File: src/rtl/wb_pkg.sv
`default_nettype none
// ============================================================================
// Package     : wb_pkg
// Description : Shared defaults and types for the regfile writeback queue.
//               WB_DATA_W / WB_ADDR_W / WB_DEPTH are the default geometry.
//               wb_entry_t is one queued writeback (destination + value).
//               wb_count_t holds the occupancy count 0..WB_DEPTH.
// Revision    : 1.0 - initial release
// ============================================================================
package wb_pkg;

    localparam int WB_DATA_W = 16;
    localparam int WB_ADDR_W = 4;
    localparam int WB_DEPTH  = 4;
    localparam int WB_CNT_W  = $clog2(WB_DEPTH) + 1;

    typedef struct packed {
        logic [WB_ADDR_W-1:0] addr;
        logic [WB_DATA_W-1:0] data;
    } wb_entry_t;

    typedef logic [WB_CNT_W-1:0] wb_count_t;

endpackage : wb_pkg
`default_nettype wire

File: src/rtl/wb_fwd_match.sv
`default_nettype none
// ============================================================================
// Module      : wb_fwd_match
// Description : Forwarding lookup over the writeback queue storage. Returns
//               whether any valid entry targets i_lookupAddr and, if so, the
//               data of the youngest such entry (0 on miss).
// Ports       : i_entryAddr  - per-slot destination register
//               i_entryData  - per-slot data
//               i_entryValid - per-slot valid bit
//               i_tailPtr    - next free slot (one past the youngest entry)
//               i_lookupAddr - register address being read
//               o_hit        - some valid entry matches
//               o_data       - youngest matching data, 0 on miss
// Revision    : 1.0 - initial release
// ============================================================================
module wb_fwd_match
    import wb_pkg::*;
#(
    parameter int DATA_W = WB_DATA_W,
    parameter int ADDR_W = WB_ADDR_W,
    parameter int DEPTH  = WB_DEPTH
) (
    input  logic [DEPTH-1:0][ADDR_W-1:0] i_entryAddr,
    input  logic [DEPTH-1:0][DATA_W-1:0] i_entryData,
    input  logic [DEPTH-1:0]             i_entryValid,
    input  logic [$clog2(DEPTH)-1:0]     i_tailPtr,
    input  logic [ADDR_W-1:0]            i_lookupAddr,
    output logic                         o_hit,
    output logic [DATA_W-1:0]            o_data
);

    localparam int PTR_W = $clog2(DEPTH);

    logic [PTR_W-1:0] w_idx;

    // Walk the slots starting at the tail: the tail slot holds the oldest
    // entry when full, and the slot just before the tail holds the youngest.
    // Later matches overwrite earlier ones, so the youngest match wins.
    // Slots that are free are skipped through their valid bit.
    always_comb begin
        o_hit  = 1'b0;
        o_data = '0;
        w_idx  = '0;
        for (int k = 0; k < DEPTH; k++) begin
            w_idx = i_tailPtr + PTR_W'(k);
            if (i_entryValid[w_idx] && (i_entryAddr[w_idx] == i_lookupAddr)) begin
                o_hit  = 1'b1;
                o_data = i_entryData[w_idx];
            end
        end
    end

endmodule : wb_fwd_match
`default_nettype wire

File: src/rtl/writeback_queue.sv
`default_nettype none
// ============================================================================
// Module      : writeback_queue
// Description : Buffers register writebacks from the load unit and the ALU
//               and feeds them, in arrival order, into the regfile's single
//               write port. Two combinational forwarding ports expose the
//               youngest pending value for each regfile read address.
// Ports       : clk, reset (async, active-low)
//               mem_valid/mem_addr/mem_data/mem_ready - load unit writeback
//               alu_valid/alu_addr/alu_data/alu_ready - ALU writeback
//               wb_en                                 - write port free
//               regWrite/writeAddr/writeData          - regfile write port
//               readAddr1/2, fwdHit1/2, fwdData1/2    - forwarding ports
//               pending                               - occupancy count
// Revision    : 1.0 - initial release
// ============================================================================
module writeback_queue
    import wb_pkg::*;
#(
    parameter int DATA_W = WB_DATA_W,
    parameter int ADDR_W = WB_ADDR_W,
    parameter int DEPTH  = WB_DEPTH
) (
    input  logic                     clk,
    input  logic                     reset,
    input  logic                     mem_valid,
    input  logic [ADDR_W-1:0]        mem_addr,
    input  logic [DATA_W-1:0]        mem_data,
    output logic                     mem_ready,
    input  logic                     alu_valid,
    input  logic [ADDR_W-1:0]        alu_addr,
    input  logic [DATA_W-1:0]        alu_data,
    output logic                     alu_ready,
    input  logic                     wb_en,
    output logic                     regWrite,
    output logic [ADDR_W-1:0]        writeAddr,
    output logic [DATA_W-1:0]        writeData,
    input  logic [ADDR_W-1:0]        readAddr1,
    input  logic [ADDR_W-1:0]        readAddr2,
    output logic                     fwdHit1,
    output logic [DATA_W-1:0]        fwdData1,
    output logic                     fwdHit2,
    output logic [DATA_W-1:0]        fwdData2,
    output logic [$clog2(DEPTH):0]   pending
);

    localparam int PTR_W = $clog2(DEPTH);
    localparam int CNT_W = PTR_W + 1;
    localparam logic [CNT_W-1:0] c_FULL_COUNT = CNT_W'(DEPTH);

    logic [DEPTH-1:0][ADDR_W-1:0] r_addr;
    logic [DEPTH-1:0][DATA_W-1:0] r_data;
    logic [DEPTH-1:0]             r_valid;
    logic [PTR_W-1:0]             r_head;
    logic [PTR_W-1:0]             r_tail;
    logic [CNT_W-1:0]             r_count;

    logic              w_full;
    logic              w_nonEmpty;
    logic              w_pushMem;
    logic              w_pushAlu;
    logic              w_push;
    logic              w_pop;
    logic [ADDR_W-1:0] w_pushAddr;
    logic [DATA_W-1:0] w_pushData;

    // ------------------------------------------------------------------
    // Acceptance. Ready is a function of occupancy only (never of wb_en),
    // so a full queue refuses a push even on a cycle where it drains.
    // The load unit has fixed priority: ALU is held off whenever mem_valid.
    // ------------------------------------------------------------------
    assign w_full     = (r_count == c_FULL_COUNT);
    assign w_nonEmpty = (r_count != '0);

    assign mem_ready = reset & ~w_full;
    assign alu_ready = reset & ~w_full & ~mem_valid;

    assign w_pushMem  = mem_valid & mem_ready;
    assign w_pushAlu  = alu_valid & alu_ready;
    assign w_push     = w_pushMem | w_pushAlu;
    assign w_pushAddr = w_pushMem ? mem_addr : alu_addr;
    assign w_pushData = w_pushMem ? mem_data : alu_data;

    // ------------------------------------------------------------------
    // Drain port, combinational from the head entry.
    // ------------------------------------------------------------------
    assign regWrite  = wb_en & w_nonEmpty;
    assign writeAddr = w_nonEmpty ? r_addr[r_head] : '0;
    assign writeData = w_nonEmpty ? r_data[r_head] : '0;
    assign w_pop     = regWrite;

    assign pending   = r_count;

    // ------------------------------------------------------------------
    // Storage and pointers. A push and a pop never touch the same slot:
    // that would need head==tail, i.e. empty (no pop) or full (no push).
    // ------------------------------------------------------------------
    always_ff @(posedge clk or negedge reset) begin
        if (!reset) begin
            r_addr  <= '0;
            r_data  <= '0;
            r_valid <= '0;
            r_head  <= '0;
            r_tail  <= '0;
            r_count <= '0;
        end else begin
            if (w_pop) begin
                r_valid[r_head] <= 1'b0;
                r_head          <= r_head + PTR_W'(1);
            end
            if (w_push) begin
                r_valid[r_tail] <= 1'b1;
                r_addr[r_tail]  <= w_pushAddr;
                r_data[r_tail]  <= w_pushData;
                r_tail          <= r_tail + PTR_W'(1);
            end
            case ({w_push, w_pop})
                2'b10:   r_count <= r_count + CNT_W'(1);
                2'b01:   r_count <= r_count - CNT_W'(1);
                default: r_count <= r_count;
            endcase
        end
    end

    // ------------------------------------------------------------------
    // Forwarding. Looks only at registered entries, so a push arriving
    // this cycle is not visible; the head stays visible while popping.
    // ------------------------------------------------------------------
    wb_fwd_match #(
        .DATA_W (DATA_W),
        .ADDR_W (ADDR_W),
        .DEPTH  (DEPTH)
    ) u_fwd1 (
        .i_entryAddr  (r_addr),
        .i_entryData  (r_data),
        .i_entryValid (r_valid),
        .i_tailPtr    (r_tail),
        .i_lookupAddr (readAddr1),
        .o_hit        (fwdHit1),
        .o_data       (fwdData1)
    );

    wb_fwd_match #(
        .DATA_W (DATA_W),
        .ADDR_W (ADDR_W),
        .DEPTH  (DEPTH)
    ) u_fwd2 (
        .i_entryAddr  (r_addr),
        .i_entryData  (r_data),
        .i_entryValid (r_valid),
        .i_tailPtr    (r_tail),
        .i_lookupAddr (readAddr2),
        .o_hit        (fwdHit2),
        .o_data       (fwdData2)
    );

endmodule : writeback_queue
`default_nettype wire

File: config.mk
export PLATFORM = sky130hd
export DESIGN_NAME = writeback_queue
export DESIGN_NICKNAME = d
export VERILOG_FILES = /design/src/rtl/wb_pkg.sv /design/src/rtl/wb_fwd_match.sv /design/src/rtl/writeback_queue.sv
export SDC_FILE = /design/constraint.sdc
export NUM_CORES = 1
export LEC_CHECK = 0
export BUFFER_PORTS_ARGS = -buffer_cell sky130_fd_sc_hd__buf_2
export CAP_MARGIN = 20
export CORE_AREA = 2 2 96 167
export DETAILED_ROUTE_END_ITERATION = 10
export DIE_AREA = 0 0 98 169
export GPL_TIMING_DRIVEN = 0
export PLACE_DENSITY = 0.75
export SETUP_SLACK_MARGIN = 0.05
export SLEW_MARGIN = 20
export SYNTH_ARGS = -nofsm -noshare
export SYNTH_HDL_FRONTEND = slang
export SYNTH_SLANG_ARGS = --single-unit
File: constraint.sdc
create_clock -name clk -period 4.3 [get_ports clk]
set_input_delay 0.215 -clock clk [delete_from_list [all_inputs] [get_ports clk]]
set_output_delay 0.215 -clock clk [all_outputs]
set_load 0.02 [all_outputs]
==> metrics, run 1 <==
Post-Syn Area=7940 um^2; final core occ=62.0%; DP HPWL=19400 um; RSZ-0062 raised after global routing=no; Synth Instances=752; HP Class=input port to flop; CP Max Fanout=14; leading area contributor after synthesis=dfrtp_1; slew margin rel.=33.5%; initial cell density of the core=52.1%; hold path cells=3; Chip Height=169 um; CTS tree=done; worst-case reg-to-reg path depth=11; WHS=240 ps; Routed wire per std cell=24.9 um; vias in the first global route=7350; Min-Delay Endpoint=r_data[49]; CTS Sinks=91; final count of negative-setup-slack endpoints=0; FMAX=0.238 GHz; status=complete, no violations; synthesis-to-finish area growth=19.0%; worst slew pin tran=998 ps; Ys Warns=0; Antenna diodes=0; initial antenna violation count=0; Final min period=4200 ps; synthesis-stage register bit count=91; GRT Total Usage=32.8%; register area share after synthesis=28.7%; Synth area leaders=dfrtp_1, mux4_2, nor2_1, a21oi_1, mux2i_1; syn_nets=815; clock-pin slew on the worst setup and hold paths=80 ps; number of CTS-inserted buffers=9; DRC viols=0; Vias/cell=6.73; Arr. time, crit path=3980 ps; share of cells above drive strength 1=35.3%; Cell Rows=60; ys async rst share=100%; WS Path Type=flop to output pin; Clock Skews=12.2 ps; area share of the largest cell type after synthesis=28.7%; Max Transition Viols Final=0; Crit path required time=4090 ps; fin crit share=97.6%; CP startpoint kind=flop; H-tree levels=3; Synth cell types=40; largest net degree at the start of global routing=60; routed vias=7305; Fin Setup TNS=0 ps; DR iter-0 viols=728; max capacitance violation total=0; nets=958; endpoint type of the worst setup path=output pin; placer congestion estimate=0.993; PortBufs=110; Die Wd=98 um; gr ovfl total=0; # IOs=113; post-route ant nets=0; clock root buffer=clkbuf_16; endpoints failing hold=0; end of the worst register-to-register path=r_tail[1]; Synth Flop Type=dfrtp_1; total core area=15200 um^2; Synth Area per Inst=10.6 um^2; Reg-to-Reg Start=r_tail[0]; first-pass GRT wire length=41500 um; Total Wirelength=27000 um; Worst-Skew Late Latency=350 ps; Pre-antenna DRT Iters=7; R2R setup slack=1510 ps; worst hold start=mem_data[1]; CTS max path bufs=2; Post-synth EDFFs=0; die area=16600 um^2
==> cells in the final DEF (no fill, tap or decap), types with 3 or more instances in the layout <==
master,count
buf_6,7
nand3_1,9
buf_4,31
dfrtp_1,90
clkbuf_16,9
clkbuf_2,4
a21o_1,4
o221ai_1,15
ha_1,9
xor2_1,8
nor3_1,17
mux2i_1,36
xnor2_2,4
a211oi_2,21
and2_1,10
nor2b_1,27
and3_1,4
o21a_1,6
mux4_2,100
buf_2,114
a21oi_1,81
a211oi_1,6
clkbuf_1,28
xnor2_1,24
mux4_1,4
o21ai_0,3
nand2_1,66
inv_1,11
nor2_1,110
buf_1,5
buf_12,3
==> per-stage QoR <==
stage	worst slack, ps	std cells	area [um^2]
6_report	103	1086	9440
2_1_floorplan	52.3	752	7970
3_3_place_gp	-1030	1048	8750
5_1_grt	31.7	1086	9440
3_5_place_dp	-1110	1050	8800
4_1_cts	52.1	1070	9250
==> cell type report <==
type	instances	area, um^2
fillers	1290	5800
clock inverters	7	81.3
plain buffers	65	410
repair buffers	135	818
multi-input cells	582	5360
flip-flops and latches	91	2280
well taps	186	233
inverters	11	41.3
clock buffers	9	225
==> cell families after synthesis <==
group                      after synthesis  share of synthesized area [%]
AOI/OAI and AO/OA                      141                           11.7
xor gates and xnor gates                37                           4.46
adders and majority gates               10                           1.67
buffers and inverters                   79                           4.78
DFF                                     91                           28.7
muxes                                  141                           34.5
and+or+nand+nor                        253                           14.2
==> Yosys cell counts (all sizes together), types with 10 or more instances <==
cell type and instances:
nor2 113, mux4 104, dfrtp 91, a21oi 81, nand2 66, mux2i 37
clkbuf 35, buf 33, a211oi 28, xnor2 28, nor2b 27, nor3 18
o221ai 16, inv 11, and2 10
==> worst max path at each step <==
stage | start | end | slack [ps]
final | r_tail[0] | fwdData2[12] | 100
after global routing | r_tail[0] | fwdData2[12] | 30
after CTS | r_tail[1] | fwdData2[7] | 50
after detailed placement | r_tail[1] | fwdData2[15] | -1110
after global placement | r_tail[1] | fwdData2[9] | -1030
after floorplan | r_tail[0] | fwdHit2 | 50
==> what timing repair did <==
item | 4_1_cts | 5_1_grt
gates resized for setup | 28 | 21
pin swaps | 3 | 3
buffers inserted | 5 | 16
hold endpoints to repair | 33 | 0
cloned | 1 | 0
setup endpoints to repair | 34 | 32
hold buffers | 1 | 0
==> registers in the layout, summed over array words and instances, names as in the netlist <==
name,flops
r_data,64
r_addr,16
r_valid,4
pending,3
r_head,2
r_tail,2
==> per-layer routing <==
metal,track usage (%),up-vias,routed length [um],share of wire [%]
met5,0,-,0,0
met4,21.7,0,2110,7.8
met3,4.83,145,2410,8.9
met2,55.4,533,13600,50
met1,38.5,3525,8880,33
li1,-,3102,-,-
==> worst max-delay path, stage by stage, from the launching register on <==
cell and delay, ps:
dfrtp_2 410, buf_8 160, buf_12 130, buf_16 150, inv_1 100, ha_1 300, buf_6 150, buf_6 190
mux4_2 380, xnor2_1 190, and3_1 200, and3_1 170, buf_4 200, clkbuf_4 250, nor3_1 70, a211oi_2 310
buf_2 240
Power of run 1 is left out: the tool's default activity adds up to more than one toggle a clock period on the data nets, which glitch-free logic cannot reach.
==> inputs of run 2 (changes only) <==
--- a/config.mk
+++ b/config.mk
@@ -7,11 +7,11 @@
 export LEC_CHECK = 0
 export BUFFER_PORTS_ARGS = -buffer_cell sky130_fd_sc_hd__buf_2
 export CAP_MARGIN = 20
-export CORE_AREA = 2 2 96 167
+export CORE_AREA = 2 2 88 153
 export DETAILED_ROUTE_END_ITERATION = 10
-export DIE_AREA = 0 0 98 169
+export DIE_AREA = 0 0 90 155
 export GPL_TIMING_DRIVEN = 0
-export PLACE_DENSITY = 0.75
+export PLACE_DENSITY = 0.86
 export SETUP_SLACK_MARGIN = 0.05
 export SLEW_MARGIN = 20
 export SYNTH_ARGS = -nofsm -noshare
==> constraint.sdc (replaced) <==
create_clock -name clk -period 4.9 [get_ports clk]
set_input_delay 0.245 -clock clk [delete_from_list [all_inputs] [get_ports clk]]
set_output_delay 0.245 -clock clk [all_outputs]
set_load 0.02 [all_outputs]
==> run 2 against run 1 <==
Non-clock buffer count shrank 21; critical path depth unchanged; sequential cell count stayed put; via count up 0.86%; count of clock-buffer cells in the layout is the same; clock skew is 3.5 ps lower; final area is 3.9% lower; highest routed layer unchanged.
==> metrics, run 2 (same netlist as run 1, synthesis figures left out) <==
final count of negative-setup-slack endpoints=0; Chip Height=155 um; fin crit share=96.6%; gr ovfl total=0; synthesis-to-finish area growth=14.3%; CP Max Fanout=19; CP startpoint kind=flop; commonest non-fill, non-tap cell in the layout=buf_2; Reg-to-Reg Start=r_tail[1]; Cell Rows=55; Min-Delay Endpoint=r_data[17]; worst-case reg-to-reg path depth=11; CTS max path bufs=2; Vias/cell=7.02; nets=937; final instance area=9070 um^2; most frequent cells in the layout=buf_2, nor2_1, mux4_2; Worst-Skew Late Latency=350 ps; die area=14000 um^2; R2R setup slack=1690 ps; max capacitance violation total=0; initial cell density of the core=62.0%; GRT Total Usage=37.6%; first-pass GRT wire length=39700 um; Crit path required time=4660 ps; H-tree levels=3; Final min period=4730 ps; Arr. time, crit path=4490 ps; # IOs=113; DP Area=8740 um^2; clock root buffer=clkbuf_16; PortBufs=110; register area=2280 um^2; DP HPWL=18800 um; Pre-antenna DRT Iters=5; RSZ-0062 raised after global routing=no; endpoint type of the worst setup path=output pin; largest net degree at the start of global routing=68; number of CTS-inserted buffers=9; HP Class=input port to flop; largest reg by FF count=r_data; slew margin rel.=26.8%; worst slew pin tran=1100 ps; worst hold start=mem_data[1]; CTS tree=done; Max Transition Viols Final=0; FMAX=0.211 GHz; DR iter-0 viols=1042; Total Wirelength=26100 um; end of the worst register-to-register path=r_tail[1]; total core area=12800 um^2; placer congestion estimate=1.04; Antenna diodes=0; clock-pin slew on the worst setup and hold paths=70 ps; routed vias=7368; Die Wd=90 um; FILL cells=953; share of cells above drive strength 1=31.4%; area taken by multi-input logic gates=5280 um^2; max reg flops=64; initial antenna violation count=0; vias in the first global route=7287; CTS Sinks=91; WS Path Type=flop to output pin; post-route ant nets=0; top flop regs=r_data: 64 flops, r_addr: 16 flops, r_valid: 4 flops; Routed wire per std cell=24.9 um; endpoints failing hold=0; DRC viols=0; Clock Skews=8.69 ps; hold path cells=3; status=complete, no violations
==> run 2: cell types whose count changed in the layout (fill, tap and decap cells not counted), sizes merged <==
cell,change
buf,-20
clkinv,-3
clkinvlp,+1
inv,+2
bufbuf,-1
==> run 2: final cells by class <==
cell class | instances | area share, %
flip-flops and latches | 91 | 25.1
well taps | 171 | 2.36
clock buffers | 9 | 2.48
multi-input cells | 582 | 58.2
inverters | 11 | 0.455
clock inverters | 7 | 0.745
plain buffers | 65 | 3.93
repair buffers | 114 | 6.71
==> run 2: timing repair <==
action                     CTS  global route
setup endpoints to repair   34            32
buffers inserted             2             0
gates resized for setup      9             8
hold endpoints to repair    25             0
pin swaps                    2             0
hold buffers                 1             0
==> run 2: per-layer routing <==
| layer | routed length (um) | vias to the layer above | global-route usage (%) |
|---|---|---|---|
| li1 | - | 3067 | - |
| met1 | 8250 | 3491 | 44.1 |
| met2 | 13300 | 661 | 65.4 |
| met3 | 2820 | 149 | 5.67 |
| met4 | 1700 | 0 | 22.7 |
| met5 | 0 | - | 0 |
==> run 2: how the worst max path moves through the flow <==
stage                         start      endpoint  slack (ps)  cells after the start
after floorplan           r_tail[0]   fwdData2[0]         490                     16
after global placement    r_tail[1]  fwdData2[15]        -440                     17
after detailed placement  r_tail[1]   fwdData2[9]        -480                     17
after CTS                 r_tail[0]   fwdData2[7]          60                     14
after global routing      r_tail[1]   fwdData1[7]          20                     14
final                     r_tail[1]  fwdData2[15]         170                     16
==> run 2: stage by stage <==
step / TNS, ps / instances / setup WS, ps / hold WS (ps) / utilization [%]
after floorplan: 0 / 752 / 486 / -50.6 / -
after global placement: -9280 / 1033 / -445 / 510 / 68.0
after detailed placement: -10820 / 1034 / -477 / 124 / 68.3
after CTS: 0 / 1050 / 55.8 / 267 / 70.8
after global routing: 0 / 1050 / 15.1 / 291 / 70.9
final: 0 / 1050 / 168 / 278 / 70.9
==> run 2: worst max-delay path, stage by stage, from the launching register on <==
cell and delay [ps]:
dfrtp_1 390, clkbuf_2 230, buf_4 250, buf_6 240
inv_1 110, ha_1 290, buf_2 240, buf_4 270
mux4_1 380, xnor2_1 190, and3_1 210, and3_1 190
buf_4 200, buf_2 300, nor3_1 90, a211oi_1 310
buf_2 230
Power of run 2 is left out for the same reason.
==> inputs of run 3 (changes only) <==
--- a/config.mk
+++ b/config.mk
@@ -7,11 +7,10 @@
 export LEC_CHECK = 0
 export BUFFER_PORTS_ARGS = -buffer_cell sky130_fd_sc_hd__buf_2
 export CAP_MARGIN = 20
-export CORE_AREA = 2 2 88 153
+export CORE_AREA = 2 2 119 208
 export DETAILED_ROUTE_END_ITERATION = 10
-export DIE_AREA = 0 0 90 155
+export DIE_AREA = 0 0 121 210
 export GPL_TIMING_DRIVEN = 0
-export PLACE_DENSITY = 0.86
 export SETUP_SLACK_MARGIN = 0.05
 export SLEW_MARGIN = 20
 export SYNTH_ARGS = -nofsm -noshare
==> run 3 against run 2 <==
Critical path depth down 2; largest cell class unchanged; wire length increased by 9.9%; count of clock-buffer cells in the layout increased by 1; register-to-register slack about the same; critical endpoint is now fwdData1[12]; utilization shrank 32 points; first-iteration DRC count decreased by 39%; final cell count rose by 13%; sequential cell count unchanged.
==> metrics, run 3 (same netlist as run 1, synthesis figures left out) <==
CTS max path bufs=2; die area=25400 um^2; Reg-to-Reg Start=r_tail[0]; critical path's slowest cell=clkbuf_1; total core area=23700 um^2; clock root buffer=clkbuf_16; FMAX=0.211 GHz; Pre-antenna DRT Iters=5; R2R setup slack=1680 ps; largest net degree at the start of global routing=63; global-route met3 utilization=4.46%; worst-case reg-to-reg path depth=11; RSZ-0062 raised after global routing=no; WP buf/inv=8; fin crit share=96.9%; largest stage delay on the critical path=510 ps; Cell Rows=75; number of CTS-inserted buffers=9; CP Capture Point=fwdData1[12]; Setup crit start=r_tail[0]; clock-pin slew on the worst setup and hold paths=70 ps; DRC viols=0; slew margin rel.=33.8%; Crit path required time=4660 ps; DR iter-0 viols=636; Crit path depth=14; CP Cell Sequence=buf_6 -> buf_12 -> buf_16 -> inv_1 -> ha_1 -> buf_2 -> buf_6 -> mux4_2 -> xnor2_1 -> nand3_1 -> nor2_1 -> clkbuf_1 -> o221ai_1 -> buf_2; endpoints failing hold=0; DP HPWL=21800 um; PortBufs=110; GRT Total Usage=23.3%; Antenna diodes=0; CP Max Fanout=28; first-pass GRT wire length=44100 um; gr ovfl total=0; most frequent cells in the layout=buf_2, nor2_1, mux4_2; Routed wire per std cell=24.2 um; gr busiest metal=met2; dpl ws=-875 ps; final count of negative-setup-slack endpoints=0; placer congestion estimate=0.959; Arr. time, crit path=4500 ps; worst setup margin=154 ps; CP startpoint kind=flop; max capacitance violation total=0; delay-heaviest family, CP=buffers and inverters; worst slew pin tran=992 ps; endpoint type of the worst setup path=output pin; synthesis-to-finish area growth=17.3%; initial antenna violation count=1; Clock Skews=10.4 ps; # IOs=113; commonest non-fill, non-tap cell in the layout=buf_2; nets=937; CTS Sinks=91; vias in the first global route=7419; post-route ant nets=0; largest reg by FF count=r_data; share of cells above drive strength 1=32.2%; top flop regs=r_data: 64 flops, r_addr: 16 flops, r_valid: 4 flops; final core occ=39.2%; H-tree levels=3; routed vias=7006; CTS tree=done; Die Wd=121 um; Final min period=4750 ps; Worst-Skew Late Latency=360 ps; WS Path Type=flop to output pin; Total Wirelength=28700 um; initial cell density of the core=33.4%; Fin Setup TNS=0 ps; Vias/cell=5.90; max reg flops=64; GRT met2 Usage=40.8%; Chip Height=210 um; HP Class=input port to flop; Max Transition Viols Final=0; end of the worst register-to-register path=r_tail[1]; met1 Track Usage GR=26.3%; status=complete, no violations
[run 3: cell count changes in the layout (fill, tap and decap cells not counted), sizes merged]
cell,change
inv,-2
clkbuf,+1
clkinv,+1
[run 3: layer usage]
metal	wire length (um)	up-vias
met5	13	-
met1	9960	3508
met4	1580	2
met3	2040	98
li1	-	3062
met2	15100	336
[run 3: how the worst min path moves through the flow]
stage	startpoint	to	slack, ps	cells after the start
final	mem_data[3]	r_data[35]	270	3
after global routing	mem_addr[2]	r_addr[10]	300	3
after CTS	mem_addr[1]	r_addr[9]	260	3
after detailed placement	reset	r_addr[10]	150	1
after global placement	pending[2]	pending[2]	530	1
after floorplan	reset	pending[0]	-50	0
[run 3: through the flow]
step,hold WS [ps],std cells,cell area (um^2)
after global routing,302,1187,9310
after CTS,264,1186,9250
after global placement,527,1170,8870
after detailed placement,148,1172,8920
final,266,1187,9310
after floorplan,-50.6,752,7940
[run 3: tightest hold or removal path, stage by stage]
cell     delay [ps]
buf_2            70
mux2i_1         110
a21oi_1         150
[run 3: what timing repair did]
item | in CTS | in global routing
setup buffers | 0 | 1
resized for setup | 15 | 14
pin swaps | 0 | 1
hold buffers | 1 | 0
setup endpoints to repair | 34 | 28
endpoints found under the hold margin | 30 | 0
[run 3: final cells by class]
class                   count  area (um^2)
flip-flops and latches     91         2280
well taps                 308          385
plain buffers              65          382
multi-input cells         582         5310
clock inverters             6         56.3
repair buffers            114          626
clock buffers              10          239
fillers                  2343        14400
inverters                  11         41.3
Power of run 3 is left out for the same reason.
